### src/rtl/apb_fifo_master_if.sv
// apb_fifo_master_if: APB4 bus bundle between the apb_fifo_master requester
// and an APB responder. The master modport drives the request side and the
// slave modport drives the completion side.
interface apb_fifo_master_if #(
  parameter int DATA_WIDTH = 32,
  parameter int ADDR_WIDTH = 32
) ();
  logic [ADDR_WIDTH-1:0]   paddr;
  logic [2:0]              pprot;
  logic                    psel;
  logic                    penable;
  logic                    pwrite;
  logic [DATA_WIDTH-1:0]   pwdata;
  logic [DATA_WIDTH/8-1:0] pstrb;
  logic                    pready;
  logic [DATA_WIDTH-1:0]   prdata;
  logic                    pslverr;

  modport master (
    output paddr, pprot, psel, penable, pwrite, pwdata, pstrb,
    input  pready, prdata, pslverr
  );

  modport slave (
    input  paddr, pprot, psel, penable, pwrite, pwdata, pstrb,
    output pready, prdata, pslverr
  );
endinterface

### src/rtl/apb_fifo_master.sv
// apb_fifo_master: APB4 requester. It takes one command from a valid/ready
// stream, runs a single APB transfer (SETUP then ACCESS), and presents the
// result on a valid/ready response stream. Only one transfer is in flight.
// All APB and response outputs come straight from flops.
// Optional build macro APB_TIMEOUT_EN: bounds the ACCESS phase to
// TIMEOUT_CYCLES cycles and reports an expired bound as rsp_err.
module apb_fifo_master #(
  parameter int          DATA_WIDTH     = 32,
  parameter int          ADDR_WIDTH     = 32,
  parameter logic [2:0]  PPROT_VAL      = 3'b000,
  parameter int          TIMEOUT_CYCLES = 64
) (
  input  logic                    pclk,
  input  logic                    presetn,
  input  logic                    cmd_valid,
  output logic                    cmd_ready,
  input  logic                    cmd_write,
  input  logic [ADDR_WIDTH-1:0]   cmd_addr,
  input  logic [DATA_WIDTH-1:0]   cmd_wdata,
  input  logic [DATA_WIDTH/8-1:0] cmd_strb,
  output logic                    rsp_valid,
  input  logic                    rsp_ready,
  output logic [DATA_WIDTH-1:0]   rsp_rdata,
  output logic                    rsp_err,
  output logic                    busy,
  apb_fifo_master_if.master       apb
);

  typedef enum logic [1:0] {
    ST_IDLE   = 2'd0,
    ST_SETUP  = 2'd1,
    ST_ACCESS = 2'd2,
    ST_RESP   = 2'd3
  } state_t;

  state_t                  state_q, state_d;
  logic [ADDR_WIDTH-1:0]   paddr_q, paddr_d;
  logic                    pwrite_q, pwrite_d;
  logic [DATA_WIDTH-1:0]   pwdata_q, pwdata_d;
  logic [DATA_WIDTH/8-1:0] pstrb_q, pstrb_d;
  logic                    psel_q, psel_d;
  logic                    penable_q, penable_d;
  logic                    rsp_valid_q, rsp_valid_d;
  logic [DATA_WIDTH-1:0]   rsp_rdata_q, rsp_rdata_d;
  logic                    rsp_err_q, rsp_err_d;
  logic                    busy_q, busy_d;
  logic                    cmd_ready_q, cmd_ready_d;

`ifdef APB_TIMEOUT_EN
  localparam int CNT_W = $clog2(TIMEOUT_CYCLES + 1);
  logic [CNT_W-1:0] to_cnt_q, to_cnt_d;
`endif

  // Next-state and next-output logic for the transfer sequencer.
  always_comb begin
    state_d     = state_q;
    paddr_d     = paddr_q;
    pwrite_d    = pwrite_q;
    pwdata_d    = pwdata_q;
    pstrb_d     = pstrb_q;
    psel_d      = psel_q;
    penable_d   = penable_q;
    rsp_valid_d = rsp_valid_q;
    rsp_rdata_d = rsp_rdata_q;
    rsp_err_d   = rsp_err_q;
`ifdef APB_TIMEOUT_EN
    to_cnt_d    = to_cnt_q;
`endif
    case (state_q)
      ST_IDLE: begin
        if (cmd_valid) begin
          paddr_d  = cmd_addr;
          pwrite_d = cmd_write;
          pwdata_d = cmd_wdata;
          pstrb_d  = cmd_write ? cmd_strb : '0;
          psel_d   = 1'b1;
          state_d  = ST_SETUP;
        end else begin
          state_d  = ST_IDLE;
        end
      end
      ST_SETUP: begin
        penable_d = 1'b1;
        state_d   = ST_ACCESS;
`ifdef APB_TIMEOUT_EN
        to_cnt_d  = '0;
`endif
      end
      ST_ACCESS: begin
        if (apb.pready) begin
          // Error is qualified by the full completion condition.
          rsp_rdata_d = pwrite_q ? '0 : apb.prdata;
          rsp_err_d   = apb.pslverr & psel_q & penable_q;
          psel_d      = 1'b0;
          penable_d   = 1'b0;
          rsp_valid_d = 1'b1;
          state_d     = ST_RESP;
`ifdef APB_TIMEOUT_EN
        end else if (to_cnt_q == CNT_W'(TIMEOUT_CYCLES - 1)) begin
          // This is the TIMEOUT_CYCLES-th ACCESS cycle without pready.
          to_cnt_d    = CNT_W'(TIMEOUT_CYCLES);
          rsp_rdata_d = '0;
          rsp_err_d   = 1'b1;
          psel_d      = 1'b0;
          penable_d   = 1'b0;
          rsp_valid_d = 1'b1;
          state_d     = ST_RESP;
        end else begin
          to_cnt_d    = to_cnt_q + CNT_W'(1);
          state_d     = ST_ACCESS;
        end
`else
        end else begin
          state_d     = ST_ACCESS;
        end
`endif
      end
      ST_RESP: begin
        if (rsp_ready) begin
          rsp_valid_d = 1'b0;
          state_d     = ST_IDLE;
        end else begin
          state_d     = ST_RESP;
        end
      end
      default: begin
        psel_d      = 1'b0;
        penable_d   = 1'b0;
        rsp_valid_d = 1'b0;
        state_d     = ST_IDLE;
      end
    endcase
    busy_d      = (state_d != ST_IDLE);
    cmd_ready_d = (state_d == ST_IDLE);
  end

  // State and output registers; presetn aborts any transfer at once.
  always_ff @(posedge pclk or negedge presetn) begin
    if (!presetn) begin
      state_q     <= ST_IDLE;
      paddr_q     <= '0;
      pwrite_q    <= 1'b0;
      pwdata_q    <= '0;
      pstrb_q     <= '0;
      psel_q      <= 1'b0;
      penable_q   <= 1'b0;
      rsp_valid_q <= 1'b0;
      rsp_rdata_q <= '0;
      rsp_err_q   <= 1'b0;
      busy_q      <= 1'b0;
      cmd_ready_q <= 1'b1;
    end else begin
      state_q     <= state_d;
      paddr_q     <= paddr_d;
      pwrite_q    <= pwrite_d;
      pwdata_q    <= pwdata_d;
      pstrb_q     <= pstrb_d;
      psel_q      <= psel_d;
      penable_q   <= penable_d;
      rsp_valid_q <= rsp_valid_d;
      rsp_rdata_q <= rsp_rdata_d;
      rsp_err_q   <= rsp_err_d;
      busy_q      <= busy_d;
      cmd_ready_q <= cmd_ready_d;
    end
  end

`ifdef APB_TIMEOUT_EN
  // ACCESS-phase wait counter for the timeout bound.
  always_ff @(posedge pclk or negedge presetn) begin
    if (!presetn) begin
      to_cnt_q <= '0;
    end else begin
      to_cnt_q <= to_cnt_d;
    end
  end
`endif

  assign cmd_ready   = cmd_ready_q;
  assign rsp_valid   = rsp_valid_q;
  assign rsp_rdata   = rsp_rdata_q;
  assign rsp_err     = rsp_err_q;
  assign busy        = busy_q;
  assign apb.paddr   = paddr_q;
  assign apb.pprot   = PPROT_VAL;
  assign apb.psel    = psel_q;
  assign apb.penable = penable_q;
  assign apb.pwrite  = pwrite_q;
  assign apb.pwdata  = pwdata_q;
  assign apb.pstrb   = pstrb_q;

endmodule

### src/flat_wrapper.sv
// flat-port wrapper written by rule: the top's interface ports become plain ports
module apb_fifo_master_flat 
#(
  parameter int          DATA_WIDTH     = 32,
  parameter int          ADDR_WIDTH     = 32,
  parameter logic [2:0]  PPROT_VAL      = 3'b000,
  parameter int          TIMEOUT_CYCLES = 64
)
  (pclk, presetn, cmd_valid, cmd_ready, cmd_write, cmd_addr, cmd_wdata, cmd_strb, rsp_valid, rsp_ready, rsp_rdata, rsp_err, busy, apb_paddr, apb_pprot, apb_psel, apb_penable, apb_pwrite, apb_pwdata, apb_pstrb, apb_pready, apb_prdata, apb_pslverr);
  apb_fifo_master_if #(.DATA_WIDTH(DATA_WIDTH), .ADDR_WIDTH(ADDR_WIDTH)) apb_i ();
  input  logic pclk;
  input  logic presetn;
  input  logic cmd_valid;
  output logic cmd_ready;
  input  logic cmd_write;
  input  logic [ADDR_WIDTH-1:0] cmd_addr;
  input  logic [DATA_WIDTH-1:0] cmd_wdata;
  input  logic [DATA_WIDTH/8-1:0] cmd_strb;
  output logic rsp_valid;
  input  logic rsp_ready;
  output logic [DATA_WIDTH-1:0] rsp_rdata;
  output logic rsp_err;
  output logic busy;
  output wire logic [$bits(apb_i.paddr)-1:0] apb_paddr;
  output wire logic [$bits(apb_i.pprot)-1:0] apb_pprot;
  output wire logic [$bits(apb_i.psel)-1:0] apb_psel;
  output wire logic [$bits(apb_i.penable)-1:0] apb_penable;
  output wire logic [$bits(apb_i.pwrite)-1:0] apb_pwrite;
  output wire logic [$bits(apb_i.pwdata)-1:0] apb_pwdata;
  output wire logic [$bits(apb_i.pstrb)-1:0] apb_pstrb;
  input wire logic [$bits(apb_i.pready)-1:0] apb_pready;
  input wire logic [$bits(apb_i.prdata)-1:0] apb_prdata;
  input wire logic [$bits(apb_i.pslverr)-1:0] apb_pslverr;
  assign apb_paddr = apb_i.paddr;
  assign apb_pprot = apb_i.pprot;
  assign apb_psel = apb_i.psel;
  assign apb_penable = apb_i.penable;
  assign apb_pwrite = apb_i.pwrite;
  assign apb_pwdata = apb_i.pwdata;
  assign apb_pstrb = apb_i.pstrb;
  assign apb_i.pready = apb_pready;
  assign apb_i.prdata = apb_prdata;
  assign apb_i.pslverr = apb_pslverr;
  apb_fifo_master #(.DATA_WIDTH(DATA_WIDTH), .ADDR_WIDTH(ADDR_WIDTH), .PPROT_VAL(PPROT_VAL), .TIMEOUT_CYCLES(TIMEOUT_CYCLES)) u_core (.pclk(pclk), .presetn(presetn), .cmd_valid(cmd_valid), .cmd_ready(cmd_ready), .cmd_write(cmd_write), .cmd_addr(cmd_addr), .cmd_wdata(cmd_wdata), .cmd_strb(cmd_strb), .rsp_valid(rsp_valid), .rsp_ready(rsp_ready), .rsp_rdata(rsp_rdata), .rsp_err(rsp_err), .busy(busy), .apb(apb_i));
endmodule
### config.mk
export PLATFORM = sky130hd
export DESIGN_NAME = apb_fifo_master_flat
export DESIGN_NICKNAME = d
export VERILOG_FILES = /design/src/rtl/apb_fifo_master_if.sv /design/src/rtl/apb_fifo_master.sv /design/src/flat_wrapper.sv
export SDC_FILE = /design/constraint.sdc
export NUM_CORES = 1
export LEC_CHECK = 0
export ABC_AREA = 1
export BUFFER_PORTS_ARGS = -buffer_cell sky130_fd_sc_hd__clkbuf_2
export CAP_MARGIN = 20
export CORE_UTILIZATION = 45
export DETAILED_ROUTE_END_ITERATION = 6
export PLACE_DENSITY = 0.79
export SYNTH_ARGS = -nofsm -noshare
export SYNTH_HDL_FRONTEND = slang
export SYNTH_SLANG_ARGS = --single-unit
export TNS_END_PERCENT = 1
### constraint.sdc
create_clock -name pclk -period 1.6 [get_ports pclk]
set_clock_uncertainty 0.15 [all_clocks]
set_input_delay 0.32 -clock pclk [delete_from_list [all_inputs] [get_ports pclk]]
set_output_delay 0.32 -clock pclk [all_outputs]
set_load 0.03 [all_outputs]
### Word-level counts from Yosys, hierarchy flattened

Index checks and enable logic that the tools add are counted.

* register bits: 109
* bits of input ports: 107
* word-level logic and storage cells: 44

* equal/unequal tests: 6
* muxes and demuxes: 13
* bitwise logic cells: 2
* reduce and logical (&&, ||, !) cells: 11

Operator list (number)
* two-way mux 32 bit: 1
* case mux 2 bit (4 select lines): 1
* nonzero test 2 bit: 4
* two-way mux 1 bit: 6
* inequality test 2 bit, second input constant: 3
* case mux 1 bit (2 select lines): 3
* AND reduction 2 bit: 3
* AND reduction 3 bit: 2
* == test 2 bit, second input constant: 2
* zero test 2 bit: 2
* two-way mux 4 bit: 1
* bitwise AND 1 bit: 2
* == test 2 x 1 -> 1 bit, second input constant: 1
* two-way mux 2 bit: 1

### Depth between registers and ports, before layout

Gate-level depths: netlist (run 1).

* word-level depth: 3
* mapped depth: 7
* depth with buffers taken out: 5

### Least setup slack after synthesis (run 1)

No wires, ideal clock.

* path kind: register to register
* start: reg u_core.pwrite_q, in the netlist u_core.apb.pwrite
* end: reg u_core.rsp_rdata_q[12], in the netlist u_core.rsp_rdata[12]
* library setup time: 0.083 ns
* data arrival time: 1.109 ns
* required time: 1.367 ns
* setup slack: 0.259 ns
* stages on the path, launching flop included: 5
* buffers on the path: 1
* clock period less this slack: 1.341 ns
* path through: dfrtp_1 -> inv_1 -> clkbuf_1 -> nand2_1 -> o21ai_0

* longest elaborated chain between the ends: 1

Ends and longest elaborated chain
* from (decl): RTL line apb_fifo_master.sv:38 `logic pwrite_q, pwrite_d;`
* from (signal assigned): RTL line apb_fifo_master.sv:155 `pwrite_q <= pwrite_d;`
* two-way mux 32 bit: RTL line apb_fifo_master.sv:92 `rsp_rdata_d = pwrite_q ? '0 : apb.prdata;`
* to (signal assigned): RTL line apb_fifo_master.sv:161 `rsp_rdata_q <= rsp_rdata_d;`
* to (decl): RTL line apb_fifo_master.sv:44 `logic [DATA_WIDTH-1:0] rsp_rdata_q, rsp_rdata_d;`

Every way passes these cells.
A chain may end at the register's enable or synchronous reset.

### Final worst setup path (run 1)

* start: reg u_core.cmd_ready_q, in the netlist u_core.cmd_ready
* end: out cmd_ready

RTL lines
* from (decl): RTL line apb_fifo_master.sv:47 `logic cmd_ready_q, cmd_ready_d;`
* from (signal assigned): RTL line apb_fifo_master.sv:164 `cmd_ready_q <= cmd_ready_d;`
* to (decl): RTL line flat_wrapper.sv:14 `output logic cmd_ready;`

No word-level cell between the ends.

==> impl_metrics.tcl, run 1 <==
set metrics [dict create \
    core_um2 9200 \
    ios 217 \
    drv_slew 0 \
    crit_type "reg -> out" \
    drive_above_1_share 0.335 \
    viasPerCell 4.65 \
    grt_max_degree 72 \
    row_count 35 \
    dieArea_um2 9820 \
    start_util 0.461 \
    hp-start "cmd_wdata[24]" \
    cts_max_level 3 \
    yosys.area.top_type "dfrtp_1" \
    rrSetupSlack_ns 0.18 \
    synthMuxAreaShare 0 \
    crit_family "flip-flops" \
    clk_latency_ns 0.34 \
    nFillCells 779 \
    grt_pass1_vias 3747 \
    dpl_worst_slack_ns 0.206 \
    grt_pass1_wl_um 17400 \
    timing.rr.end "u_core.apb.pwrite$_DFFE_PN0P_" \
    stdcell_count 827 \
    async_reset_ff_frac 1.00 \
    cts_tree "yes" \
    globalRoute.totalOverflow 0 \
    hp-class "in -> reg" \
    synth_xor_area_frac 0 \
    end_kind "primary output" \
    grt_setup_unrepaired "no" \
    post-route-util 0.647 \
    numCtsBuffers 9 \
    num_antenna_cells 0 \
    synth.cells.most_frequent "nand2_1 (279), dfrtp_1 (108), o21ai_0 (40)" \
    synthDominantCellAreaShare 0.637 \
    r2r-start "u_core.state_q[0]$_DFF_PN0_" \
    clkTransAtPathRegs_ns 0.10 \
    cts.repair.resized 0 \
    synth-main-ff-cell "dfrtp_1" \
    synth_edf_count 0 \
    portBuffers 213 \
    initialDrtViolationCount 140 \
    setup_viol 0 \
    whs_endpoint "u_core.apb.pwdata[24]$_DFFE_PN0P_" \
    syn_area_um2 4240 \
    via_count 3849 \
    layout.nets 819 \
    dp.cells 775 \
    cp_num_buf_inv 1 \
    synth.distinct_cells 16 \
    holdPathStages 3 \
    synth_top_family_by_area "simple AND/OR/NAND/NOR gates" \
    period_needed_ns 1.54 \
    synthAdderAreaFrac 0 \
    syn_inst 470 \
    place_hpwl_um 7290 \
    post-synth-top-count-cell "nand2_1" \
    hold_violations 0 \
    antenna_found_initial 0 \
    root_buffer "clkbuf_8" \
    drc 0 \
    arrival_ns 1.07 \
    grt_usage 0.224 \
    ir_drop_mv 1.16 \
    power_density_nw_per_um2 2090 \
    ys_seq_area_frac 0.643 \
    fin_hold_ws_ns 0.0149 \
    fp.dieW_um 99.1 \
    cp_max_fo 1 \
    cts_setup_buffers 0 \
    reg2regPathDepth 5 \
    avgSynthCellArea_um2 9.03 \
    cp_slowest_cell "dfstp_2" \
    synth-compound-area-share 0.0472 \
    drtAntennaViolNets 0 \
    fin_crit_sh 0.963 \
    wirelength_um 10800 \
    ys_ff_latch 109 \
    p_leak_uw 0.00343 \
    fmax_ghz 0.649 \
    ys_top_cells_by_area "dfrtp_1 (64%), nand2_1 (25%), o21ai_0 (4.7%)" \
    maxCapViolCount 0 \
    crit_chain "clkbuf_2" \
    fp.dieH_um 99.1 \
    drtPass1Iterations 4 \
    synth-simple-area-share 0.257 \
    setup_ws_ns 0.0595 \
    cts_max_path_buffers 2 \
    worstSetupStartpointType "flip-flop" \
    required_ns 1.13 \
    gp_congestion 0.779 \
    finalSetupTns_ns 0 \
    cts.sinks 109 \
    synthToLayoutAreaGrowth_pct 40.3 \
    wire_per_inst_um 13.1 \
    status "finished clean" \
    slowest_delay_ns 0.52 \
    synth_warnings 0 \
]
[layer usage]
layer / wire [um] / up-vias / part of all wire / GRT usage
li1: - / 1913 / - / -
met1: 4450 / 1745 / 0.41 / 0.275
met2: 5360 / 147 / 0.50 / 0.377
met3: 475 / 44 / 0.044 / 0.0358
met4: 507 / 0 / 0.047 / 0.133
met5: 0 / - / 0 / 0
[stage by stage]
step	area [um^2]	power, uW
after global placement	5400	10600
after CTS	5950	12500
after detailed placement	5400	10800
after global routing	5950	13300
final	5950	12500
after floorplan	4250	8870
[how the worst max path moves through the flow]
stage	startpoint	cells after the start	endpoint	slack [ns]
2_1_floorplan	u_core.apb.pwrite$_DFFE_PN0P_	4	u_core.rsp_rdata[12]$_DFFE_PN0P_	0.26
3_3_place_gp	u_core.state_q[0]$_DFF_PN0_	5	u_core.apb.pwrite$_DFFE_PN0P_	0.26
3_5_place_dp	u_core.state_q[0]$_DFF_PN0_	5	u_core.apb.pwrite$_DFFE_PN0P_	0.21
4_1_cts	u_core.cmd_ready$_DFF_PN1_	1	cmd_ready	0.03
5_1_grt	u_core.cmd_ready$_DFF_PN1_	1	cmd_ready	0.008
6_report	u_core.cmd_ready$_DFF_PN1_	1	cmd_ready	0.06
[layout make-up]
class	instances	area, um^2	area share
Sequential cell	109	2730	0.458
Timing Repair Buffer	258	1570	0.264
Multi-Input combinational cell	330	1310	0.220
Tap cell	111	139	0.0233
Clock buffer	10	128	0.0214
Clock inverter	5	61.3	0.0103
Inverter	4	15.0	0.00252
[cells in the final DEF, fill, tap and decap left out, types with 3 or more instances in the layout]
cell type / n
nand2_1: 278
o21ai_0: 40
inv_1: 3
clkbuf_8: 9
clkbuf_2: 212
nor2_1: 3
clkinvlp_4: 3
dfrtp_1: 108
dlygate4sd3_1: 37
conb_1: 3
nand3_1: 3
buf_4: 3
buf_12: 6
[report_power, final]
part / switching, uW / internal, uW
sequential: 687 / 3980
combinational: 4440 / 1740
clock: 882 / 722
total: 6010 / 6440
[tightest hold or removal path, cell delays in order]
cell and delay, ns:
clkbuf_2 0.08, nand2_1 0.05, nand2_1 0.05
[kinds of logic after synthesis]
kind of cell,Yosys count
DFF,109
AOI/OAI and AO/OA,40
buffers and inverters,33
and+or+nand+nor,287
other,1
[timing repair]
item                       CTS  global route
hold buffers                37             0
setup endpoints to repair    0             0
hold endpoints to repair   145             0
[sequential cells by signal, summed over array words and instances, names as in the netlist]
register / count
u_core.apb.paddr: 32
u_core.apb.pwdata: 32
u_core.rsp_rdata: 32
u_core.apb.pstrb: 4
u_core.state_q: 2
u_core.apb.penable: 1
u_core.apb.psel: 1
u_core.apb.pwrite: 1
u_core.busy: 1
u_core.cmd_ready: 1
u_core.rsp_err: 1
u_core.rsp_valid: 1
No activity file was read; power rests on OpenSTA's default activity.
==> inputs of run 2 (changes only) <==
Settings changed: ABC_AREA 1 to default, PLACE_DENSITY 0.79 to default, PLACE_DENSITY_LB_ADDON from default to 0.08.
==> run 2 against run 1 <==
Net effect: the flow now finishes with violations (setup timing); total power is 4.3% higher; register-to-register slack worse by 0.19 ns; first-iteration DRC count is 59% lower; largest cell class unchanged; highest routed layer unchanged.
==> impl_metrics.tcl, run 2 <==
set metrics [dict create \
    power.total_uw 13000 \
    gp_congestion 0.728 \
    clkTransAtPathRegs_ns 0.11 \
    finalSetupTns_ns -0.0389 \
    seq_area_um2 2730 \
    cts.sinks 109 \
    slowest_delay_ns 0.42 \
    grt_setup_unrepaired "yes" \
    drv_slew 0 \
    worstSetupStartpointType "flip-flop" \
    ir_drop_mv 0.977 \
    wirelength_um 9840 \
    pwr-share-comb 0.512 \
    viasPerCell 4.67 \
    grt_max_degree 68 \
    fmax_ghz 0.620 \
    status "finished with violations" \
    clk_latency_ns 0.35 \
    wire_per_inst_um 14.4 \
    drtAntennaViolNets 0 \
    fp.dieH_um 102 \
    initialDrtViolationCount 57 \
    ys_ff_latch 109 \
    crit_family "flip-flops" \
    hp-class "in -> reg" \
    violations "setup timing" \
    crit_type "reg -> reg" \
    grt_pass1_wl_um 15500 \
    pwr-share-seq 0.367 \
    ys_seq_area_frac 0.612 \
    root_buffer "clkbuf_8" \
    cp_max_fo 12 \
    synth_edf_count 0 \
    hold_violations 0 \
    required_ns 1.69 \
    fp.dieW_um 102 \
    post-synth-top-count-cell "dfrtp_1" \
    portBuffers 213 \
    setup_viol 8 \
    fin_crit_sh 1.01 \
    syn_inst 326 \
    ios 217 \
    end_kind "flip-flop" \
    layout.cells.most_common "clkbuf_2" \
    nFillCells 776 \
    drc 0 \
    final_cell_mix "clkbuf_2 (211), dfrtp_1 (107), mux2_4 (40), o21ai_0 (38), nand2_1 (35)" \
    synthToLayoutAreaGrowth_pct 34.0 \
    layout.nets 658 \
    timing.critical_path.mode_cell "buf_12" \
    drive_above_1_share 0.570 \
    p_int_uw 7230 \
    grt_pass1_vias 3147 \
    p_sw_uw 5760 \
    place_hpwl_um 7600 \
    globalRoute.totalOverflow 0 \
    arrival_ns 1.71 \
    cts_max_level 3 \
    cts_max_path_buffers 2 \
    hp-start "cmd_wdata[29]" \
    cp_num_buf_inv 2 \
    row_count 35 \
    async_reset_ff_frac 1.00 \
    synth-main-ff-cell "dfrtp_1" \
    yosys.area.top_type "dfrtp_1" \
    synth.distinct_cells 25 \
    syn_area_um2 4460 \
    cp_slowest_cell "dfrtp_1" \
    r2r-start "u_core.state_q[1]$_DFF_PN0_" \
    cts_tree "yes" \
    startpoint "u_core.state_q[1]$_DFF_PN0_" \
    period_needed_ns 1.61 \
    power.share.clock 0.121 \
    p_leak_uw 0.00310 \
    numCtsBuffers 9 \
    power_density_nw_per_um2 2180 \
    maxCapViolCount 0 \
    multi_input_area_um2 1530 \
    avgSynthCellArea_um2 13.7 \
    synth.cells.most_frequent "dfrtp_1 (108), o21ai_0 (39), mux2_4 (38)" \
    start_util 0.473 \
    core_um2 9420 \
    via_count 3199 \
    setup_ws_ns -0.0133 \
    ys_top_cells_by_area "dfrtp_1 (61%), mux2_4 (13%), mux2_2 (6.3%)" \
    num_antenna_cells 0 \
    synthDominantCellAreaShare 0.606 \
    crit_chain "nor3b_4 -> buf_12 -> buf_12 -> mux2_2" \
    dieArea_um2 10300 \
    antenna_found_initial 0 \
    synth_warnings 0 \
    grt_usage 0.194 \
    swShare 0.443 \
    drtPass1Iterations 4 \
]
-- run 2: per-stage QoR --
stage | util | std cells | worst slack, ns | cell area (um^2) | hold slack, ns
after floorplan | - | 328 | -0.00966 | 4480 | -0.126
after global placement | 0.610 | 665 | 0.0142 | 5750 | 0.00163
after detailed placement | 0.610 | 665 | -0.0352 | 5750 | 0.00244
after CTS | 0.632 | 683 | -0.0295 | 5950 | 0.0120
after global routing | 0.634 | 685 | -0.0730 | 5970 | 0.00902
final | 0.634 | 685 | -0.0133 | 5970 | 0.0283
-- run 2: layout make-up --
| class | count | area share |
|---|---|---|
| inverter | 6 | 0.00377 |
| multi-input combinational | 190 | 0.256 |
| clock buffer | 10 | 0.0230 |
| sequential | 109 | 0.457 |
| timing repair buffer | 235 | 0.225 |
| tap | 129 | 0.0270 |
| clock inverter | 6 | 0.00775 |
-- run 2: layer usage --
| metal | vias up | part of all wire | GRT usage |
|---|---|---|---|
| li1 | 1533 | - | - |
| met1 | 1532 | 0.43 | 0.248 |
| met4 | 0 | 0.010 | 0.0546 |
| met5 | - | 0 | 0 |
| met3 | 8 | 0.071 | 0.0580 |
| met2 | 126 | 0.49 | 0.322 |
-- run 2: power by group through the flow --
stage	sequential, uW	combinational, uW	clock, uW
after floorplan	7180	2310	0
after global placement	4800	6560	0
after CTS	4800	6710	1630
after global routing	4950	7100	1710
after detailed placement	4840	6700	0
final	4770	6650	1570
-- run 2: kinds of logic after synthesis --
family / Yosys count / synth area share
other: 1 / 0.000841
AND/OR/NAND/NOR: 76 / 0.0878
multiplexers: 66 / 0.198
buffers and inverters: 29 / 0.0480
flip-flops: 109 / 0.612
AO/OA/AOI/OAI: 45 / 0.0528
-- run 2: timing repair --
action / CTS / global route
buffers inserted: 0 / 2
pin swaps: 0 / 1
hold buffers: 2 / 0
gates resized for setup: 1 / 5
setup endpoints to repair: 28 / 52
endpoints found under the hold margin: 109 / 0
-- run 2: worst paths after layout --
path                                                endpoint  slack [ns]  cells past startpoint
max                         u_core.apb.paddr[17]$_DFFE_PN0P_       -0.01                      4
min                        u_core.apb.pwdata[29]$_DFFE_PN0P_        0.03                      2
max reg2reg                 u_core.apb.paddr[17]$_DFFE_PN0P_       -0.01                      4
min reg2reg                 u_core.rsp_rdata[29]$_DFFE_PN0P_        0.34                      2
max in group asynchronous         u_core.cmd_ready$_DFF_PN1_        0.53                      3
min in group asynchronous  u_core.apb.pwdata[25]$_DFFE_PN0P_        0.16                      2
-- run 2: worst register-to-register path: cells and delay by family (launching register included) --
family	cells	cell delay, ns
and+or+nand+nor	1	0.27
muxes	1	0.33
buffers and inverters	2	0.35
DFF	1	0.42
==> inputs of run 3 (changes only) <==
Clock period 1.6 ns to 1.95 ns, I/O delays scaled along.
==> run 3 against run 2 <==
Net effect: the run now ends clean; flip-flop and latch count unchanged; final cell count down 1.8%; die area unchanged; clock power down 8%; worst setup slack better by 0.22 ns; via count down 3.6%; critical path depth down 1; combinational power down 20%; total power down 18%; core utilization down 1.5 points.
==> impl_metrics.tcl, run 3 (same netlist as run 2, synthesis figures left out) <==
set metrics [dict create \
    status "finished clean" \
    grt_pass1_vias 3070 \
    arrival_ns 1.84 \
    crit_family "flip-flops" \
    power.total_uw 10700 \
    slowest_delay_ns 0.42 \
    gp_congestion 0.748 \
    globalRoute.totalOverflow 0 \
    place_hpwl_um 7140 \
    via_count 3085 \
    drtPass1Iterations 4 \
    core_um2 9420 \
    finalSetupTns_ns 0 \
    setup_viol 0 \
    numCtsBuffers 9 \
    root_buffer "clkbuf_8" \
    portBuffers 213 \
    p_leak_uw 0.00304 \
    timing.rr.end "u_core.apb.pwrite$_DFFE_PN0P_" \
    crit_type "reg -> reg" \
    reg2regPathDepth 3 \
    cts_tree "yes" \
    whs_endpoint "u_core.cmd_ready$_DFF_PN1_" \
    crit_chain "nor3b_4 -> buf_12 -> mux2_2" \
    fp.dieH_um 102 \
    fmax_ghz 0.574 \
    start_util 0.473 \
    final_cell_mix "clkbuf_2 (212), dfrtp_1 (108), o21ai_0 (39), mux2_4 (38), nand2_1 (35)" \
    cts_max_level 3 \
    layout.cells.most_common "clkbuf_2" \
    hp-class "in -> reg" \
    row_count 35 \
    rrSetupSlack_ns 0.21 \
    initialDrtViolationCount 49 \
    clkTransAtPathRegs_ns 0.09 \
    maxCapViolCount 0 \
    drv_slew 0 \
    cp_slowest_cell "dfrtp_1" \
    holdPathStages 2 \
    dieArea_um2 10300 \
    drive_above_1_share 0.557 \
    synthToLayoutAreaGrowth_pct 30.9 \
    antenna_found_initial 0 \
    ios 217 \
    stdcell_count 673 \
    drtAntennaViolNets 0 \
    grt_max_degree 75 \
    layout.nets 646 \
    required_ns 2.04 \
    dp.cells 656 \
    period_needed_ns 1.74 \
    num_antenna_cells 0 \
    grt_setup_unrepaired "no" \
    cp_num_cells 3 \
    wire_per_inst_um 14.5 \
    power_density_nw_per_um2 1830 \
    cp_max_fo 62 \
    cts_max_path_buffers 2 \
    worstSetupStartpointType "flip-flop" \
    hp-start "cmd_valid" \
    fp.dieW_um 102 \
    clk_latency_ns 0.36 \
    ir_drop_mv 0.794 \
    grt_pass1_wl_um 15200 \
    viasPerCell 4.58 \
    cp_num_buf_inv 1 \
    fin_hold_ws_ns 0.0621 \
    wirelength_um 9740 \
    r2r-start "u_core.state_q[1]$_DFF_PN0_" \
    cts.sinks 109 \
    drc 0 \
    grt_usage 0.193 \
    end_kind "flip-flop" \
    hold_violations 0 \
    fin_crit_sh 0.894 \
]
==> run 3: cell types whose count changed in the layout (fill, tap and decap cells not counted), sizes merged <==
| cell | delta |
|---|---|
| buf | -12 |
| bufinv | +1 |
| clkbuf | +2 |
| clkinvlp | -2 |
| dlygate4sd3 | -1 |
==> run 3: repair_timing <==
| item | in CTS | in global routing |
|---|---|---|
| buffers inserted | 0 | 0 |
| setup endpoints to repair | 0 | 0 |
| endpoints found under the hold margin | 108 | 0 |
| resized for setup | 0 | 0 |
| hold buffers | 1 | 0 |
==> run 3: how the worst max path moves through the flow <==
stage,startpoint,to
after global placement,cmd_valid,u_core.apb.pwrite$_DFFE_PN0P_
after floorplan,u_core.state_q[1]$_DFF_PN0_,u_core.apb.pwdata[20]$_DFFE_PN0P_
after detailed placement,cmd_valid,u_core.apb.paddr[16]$_DFFE_PN0P_
after global routing,u_core.state_q[1]$_DFF_PN0_,u_core.apb.pwrite$_DFFE_PN0P_
after CTS,u_core.state_q[1]$_DFF_PN0_,u_core.apb.pwrite$_DFFE_PN0P_
final,u_core.state_q[1]$_DFF_PN0_,u_core.apb.pwrite$_DFFE_PN0P_
==> run 3: per-stage QoR <==
| stage | instance area (um^2) | worst slack [ns] | utilization |
|---|---|---|---|
| after floorplan | 4470 | 0.307 | - |
| after global placement | 5610 | 0.190 | 0.596 |
| after detailed placement | 5610 | 0.158 | 0.596 |
| after CTS | 5840 | 0.211 | 0.620 |
| after global routing | 5840 | 0.130 | 0.620 |
| final | 5840 | 0.207 | 0.620 |
==> run 3: area by class of cell <==
type	instances	area, um^2
clock buffer	11	151
sequential	109	2730
tap	129	161
inverter	6	22.5
timing repair buffer	223	1180
fill	795	3580
multi-input combinational	190	1520
clock inverter	5	65.1
==> run 3: power by group <==
part	internal, uW	leakage (uW)	total, uW	switching (uW)
clock	679	0.000111	1450	773
sequential	3300	0.00133	3890	585
combinational	2000	0.00159	5330	3330
total	5980	0.00304	10700	4690
==> run 3: worst register-to-register path, delay by kind of cell, from the launching register on <==
kind	cells	cell delay (ns)
buffers and inverters	1	0.37
DFF	1	0.42
and+or+nand+nor	1	0.26
muxes	1	0.43
==> run 3: per-layer routing <==
| metal | GRT usage | vias up | part of all wire |
|---|---|---|---|
| li1 | - | 1507 | - |
| met1 | 0.232 | 1433 | 0.41 |
| met2 | 0.319 | 135 | 0.48 |
| met3 | 0.0732 | 10 | 0.092 |
| met4 | 0.0658 | 0 | 0.016 |
| met5 | 0 | - | 0 |
